File: src/rtl/risc_fetch_stage.sv
// risc_fetch_stage: RV32I fetch front end; owns the PC, issues credit-limited word requests,
// buffers in-order responses and hands {pc, instr} to decode, with redirect flush.
module risc_fetch_stage #(
    parameter logic [31:0] RESET_PC        = 32'h0000_0000,
    parameter int          FIFO_DEPTH      = 2,
    parameter int          MAX_OUTSTANDING = 2
) (
    input  logic                          clk,
    input  logic                          rst,
    output logic                          imem_req_valid,
    output logic [31:0]                   imem_req_addr,
    input  logic                          imem_req_ready,
    input  logic                          imem_rsp_valid,
    input  logic [31:0]                   imem_rsp_data,
    input  logic                          redirect_valid,
    input  logic [31:0]                   redirect_pc,
    output logic                          dec_valid,
    input  logic                          dec_ready,
    output logic [31:0]                   dec_instr,
    output logic [31:0]                   dec_pc,
    output logic [$clog2(FIFO_DEPTH):0]   fifo_count
);
    localparam int AW = $clog2(FIFO_DEPTH);
    localparam int CW = AW + 1;
    localparam int SW = (MAX_OUTSTANDING > 1) ? $clog2(MAX_OUTSTANDING) : 1;
    localparam logic [CW-1:0] L_MAXO  = CW'(MAX_OUTSTANDING);
    localparam logic [CW-1:0] L_FULL  = CW'(FIFO_DEPTH);
    localparam logic [CW:0]   L_DEPTH = (CW+1)'(FIFO_DEPTH);
    localparam logic [SW-1:0] L_SLAST = SW'(MAX_OUTSTANDING - 1);

    logic [31:0]   r_pc;
    logic          r_run;
    logic [CW-1:0] r_out, r_drop, r_cnt;
    logic [AW-1:0] r_wp, r_rp;
    logic [SW-1:0] r_swp, r_srp;
    logic [31:0]   r_sh_addr [MAX_OUTSTANDING];
    logic [31:0]   r_f_pc    [FIFO_DEPTH];
    logic [31:0]   r_f_instr [FIFO_DEPTH];
    logic          w_req_fire, w_rsp_keep, w_rsp_drop, w_push, w_pop, w_unused;
    logic [CW:0]   w_used;
    logic [SW-1:0] w_swp_nx, w_srp_nx;

    // Credits: fifo entries plus in-flight requests never exceed the buffer depth.
    assign w_used         = {1'b0, r_cnt} + {1'b0, r_out};
    assign imem_req_valid = r_run && (r_out < L_MAXO) && (w_used < L_DEPTH) && !redirect_valid;
    assign imem_req_addr  = r_pc;
    assign w_req_fire     = imem_req_valid && imem_req_ready;
    assign w_rsp_keep     = imem_rsp_valid && (r_drop == '0);
    assign w_rsp_drop     = imem_rsp_valid && (r_drop != '0);
    assign w_push         = w_rsp_keep && !redirect_valid;
    assign dec_valid      = r_cnt != '0;
    assign w_pop          = dec_valid && dec_ready && !redirect_valid;
    assign dec_instr      = dec_valid ? r_f_instr[r_rp] : '0;
    assign dec_pc         = dec_valid ? r_f_pc[r_rp] : '0;
    assign fifo_count     = r_cnt;
    assign w_swp_nx       = (r_swp == L_SLAST) ? '0 : r_swp + SW'(1);
    assign w_srp_nx       = (r_srp == L_SLAST) ? '0 : r_srp + SW'(1);
    assign w_unused       = ^redirect_pc[1:0];

    always_ff @(posedge clk or negedge rst) begin
        if (!rst) begin
            r_pc   <= RESET_PC;
            r_run  <= 1'b0;
            r_out  <= '0;
            r_drop <= '0;
            r_cnt  <= '0;
            r_wp   <= '0;
            r_rp   <= '0;
            r_swp  <= '0;
            r_srp  <= '0;
        end else begin
            r_run  <= 1'b1;
            r_out  <= r_out + CW'(w_req_fire) - CW'(imem_rsp_valid);
            r_drop <= redirect_valid ? r_out - CW'(imem_rsp_valid) : r_drop - CW'(w_rsp_drop);
            r_cnt  <= redirect_valid ? '0 : r_cnt + CW'(w_push) - CW'(w_pop);
            r_pc   <= redirect_valid ? {redirect_pc[31:2], 2'b00} : w_req_fire ? r_pc + 32'd4 : r_pc;
            r_wp   <= redirect_valid ? '0 : r_wp + AW'(w_push);
            r_rp   <= redirect_valid ? '0 : r_rp + AW'(w_pop);
            r_swp  <= redirect_valid ? '0 : w_req_fire ? w_swp_nx : r_swp;
            // Dropped responses never had a live shadow entry, so only kept ones advance the read side.
            r_srp  <= redirect_valid ? '0 : w_rsp_keep ? w_srp_nx : r_srp;
        end
    end

    always_ff @(posedge clk) begin
        if (w_req_fire)
            r_sh_addr[r_swp] <= r_pc;
        if (w_push) begin
            r_f_pc[r_wp]    <= r_sh_addr[r_srp];
            r_f_instr[r_wp] <= imem_rsp_data;
        end
    end

    always @(posedge clk) begin
        if (rst) begin
            assert (!(imem_rsp_valid && r_out == '0)) else $error("response with no outstanding request");
            assert (!(w_push && r_cnt == L_FULL)) else $error("instruction buffer overflow");
        end
    end
endmodule
File: config.mk
export PLATFORM = sky130hd
export DESIGN_NAME = risc_fetch_stage
export DESIGN_NICKNAME = d
export VERILOG_FILES = /design/src/rtl/risc_fetch_stage.sv
export SDC_FILE = /design/constraint.sdc
export NUM_CORES = 1
export LEC_CHECK = 0
export ABC_AREA = 1
export ABC_CLOCK_PERIOD_IN_PS = 5600
export CORE_MARGIN = 1
export CORE_UTILIZATION = 38
export DETAILED_ROUTE_END_ITERATION = 8
export PLACE_DENSITY = 0.64
export SLEW_MARGIN = 10
export SYNTH_ARGS = -nofsm -noshare
export SYNTH_HDL_FRONTEND = slang
export SYNTH_SLANG_ARGS = --single-unit
File: constraint.sdc
create_clock -name clk -period 5.6 [get_ports clk]
set_input_delay 1.4 -clock clk [delete_from_list [all_inputs] [get_ports clk]]
set_output_delay 1.4 -clock clk [all_outputs]
set_load 0.005 [all_outputs]
==> flow_summary.toml <==
[min_path]
hold_path_class = "reg2reg"

[yosys]
synthArstFlopShare_pct = 18.2
ys_seq_area_share_pct = 68.2
ys_types = 30
avgSynthCellArea_um2 = 10.6
syn_area_um2 = 9600
synth-main-ff-cell = "edfxtp_1"
syn_inst = 902
synth_edf_count = 184
synth_warnings = 0
synth-seq-cells = 225

[pwr]
switching_share_pct = 26.9
power.density_nw_per_um2 = 371
p_int_w = 0.00335
ir_worst_vdd_mv = 0.199
power_frac_comb_pct = 20.6
pwr-share-seq_pct = 45.8
leakagePower_nw = 4.68
p_sw_w = 0.00124
p_clk_share_pct = 33.6

[route]
wl_met1_um = 9870
wl_met2_um = 9820
vias_per_cell = 4.75
drc_errors = 0
initialDrtViolationCount = 433
wl_per_cell_um = 15.1
routed-wl-met3_um = 1270
dr.max_layer_used = "met4"
drt_pass1_iterations = 6
postRouteAntennaNets = 0
vias = 6684
drt_wl_total_um = 21300

[die]
num_io_pins = 170
die_area_um2 = 25900
die_h_um = 161
coreArea_um2 = 24500
die_w_um = 161
initial_core_util_pct = 39.1
num_rows = 57

[critical_path]
max_stage_delay_ns = 0.73
worstPathBufferInverterCount = 2
critPathTopFamily = "buffers and inverters"
cp_common_cell = "clkdlybuf4s50_1"
worst-path-max-fanout = 16
crit_path_end_kind = "output pin"
crit_arrival_ns = 2.88
cpMaxStageDelayCell = "clkdlybuf4s50_1"
start_kind = "input port"
required_ns = 4.20
path_cells = "clkdlybuf4s50_1 -> nor2_1 -> clkdlybuf4s50_1"
critical_path_class = "in2out"

[finish]
fillCellCount = 2214
antenna_cells = 0
syn2layout_area_growth_pct = 28.8
drive_above_1_share_pct = 6.75
final_cell_mix = "nand2_1, edfxtp_1, clkdlybuf4s50_1, a21oi_1, nand3_1"
final_util_pct = 50.4
final_cell_area_um2 = 12400
final_common_cell = "nand2_1"
nNetsFinal = 1144

[cts]
root_buffer = "clkbuf_16"
cts_max_level = 1
holdBufCountCts = 0
clock_path_buffers = 3
cts_buffers = 24
post_cts_buffers = 0
tritoncts = "yes"
clk_pin_slew_ns = 0.06
clk_latency_ns = 0.51
cts.sinks = 225
cts.repair.resized = 0

[timing]
slew_violations = 0
timing.fmax_ghz = 0.234
worstMarginPinSlew_ns = 1.04
final.setup.tns_ns = 0
finalSetupViolations = 0
slew_headroom_pct = 30.7
rsz0062_at_grt = "false"
period_needed_ns = 4.28
finClkSkew_ns = 0.0135
hold_ws_ns = 0.533
hold_violations = 0
timing.final.crit_share_pct = 76.4

[placed_design]
port-buffer-count = 163
hpwl_um = 13500
place.gp.congestion = 0.817
place_area_um2 = 11600

[flow_run]
cap_violations = 0

[global_routing]
antenna_found_initial = 0
first_global_vias = 6481
grt-ovfl-total = 0
track_usage_pct = 16.6
grt_max_degree = 63
grt_pass1_wl_um = 34300

[status]
outcome = "finished, final reports clean"
sequential cells by signal (all words and copies together), names as in the netlist:
register and cells:
r_rp 1, r_swp 1, r_sh_addr 60, r_run 1, r_out 2, r_f_instr 64
r_wp 1, r_srp 1, r_f_pc 60, r_drop 2, imem_req_addr 30, fifo_count 2
worst register-to-register path: stages, from the launching register on:
cell,delay (ns)
dfrtp_1,0.45
nand2_1,0.09
inv_1,0.05
fa_1,0.43
nor2_1,0.19
nand4_2,0.58
nor2_2,0.25
buf_4,0.41
power by group through the flow:
stage	Combinational (W)	Sequential (W)	Clock (W)
after floorplan	0.000479	0.00210	0
final	0.000947	0.00210	0.00154
after global placement	0.000946	0.00213	0
after detailed placement	0.000961	0.00213	0
after CTS	0.000968	0.00210	0.00158
after global routing	0.00106	0.00212	0.00164
synth_stat cells (9+ instances only):
cell type / n / area share, %
a21oi_1: 64 / 3.3
clkbuf_1: 25 / 0.98
dfrtp_1: 41 / 11
edfxtp_1: 184 / 58
ha_1: 9 / 1.2
inv_1: 50 / 2.0
nand2_1: 343 / 13
nand3_1: 60 / 3.1
nor2_1: 44 / 1.7
o21ai_0: 13 / 0.68
o21bai_1: 9 / 0.70
xnor2_1: 10 / 0.91
cells by family after synthesis:
family | count (synthesis) | share of synthesized area [%]
AND/OR/NAND/NOR | 466 | 19.9
flip-flops | 225 | 68.2
AO/OA/AOI/OAI | 93 | 5.18
buffers and inverters | 92 | 3.91
XOR/XNOR | 13 | 1.19
adder cells (fa/ha/maj) | 10 | 1.38
other | 2 | 0.0782
multiplexers | 1 | 0.104
layer usage:
| layer | track usage (%) | up-vias |
|---|---|---|
| met1 | 23.6 | 3106 |
| li1 | - | 3334 |
| met4 | 4.12 | 0 |
| met3 | 2.59 | 31 |
| met2 | 26.7 | 213 |
| met5 | 0 | - |
through the flow:
stage / setup slack [ns] / std cells / power, W
after global placement: 1.32 / 1362 / 0.00308
final: 1.32 / 1406 / 0.00459
after detailed placement: 1.26 / 1362 / 0.00310
after floorplan: 1.85 / 905 / 0.00258
after CTS: 1.28 / 1406 / 0.00465
after global routing: 1.19 / 1406 / 0.00482
cell type report:
cell class	count	area (µm²)	share of cell area, %
clock buffers	35	713	5.76
clock inverters	9	76.3	0.617
inverters	53	199	1.61
multi-input cells	588	2710	21.9
flip-flops and latches	225	6550	53.0
well taps	324	405	3.28
repair buffers	172	1720	13.9
final timing paths:
| check | from | end | slack (ns) | depth (start not counted) |
|---|---|---|---|---|
| max reg2reg | fifo_count[0] | r_sh_addr[0][18] | 2.80 | 7 |
| max | redirect_valid | imem_req_valid | 1.32 | 3 |
| max in group asynchronous | rst | r_rp | 3.81 | 1 |
| min reg2reg | r_out[0] | r_out[0] | 0.53 | 1 |
| min | r_out[0] | r_out[0] | 0.53 | 1 |
| min in group asynchronous | rst | imem_req_addr[26] | 1.07 | 1 |
(Power assumes the default switching activity.)
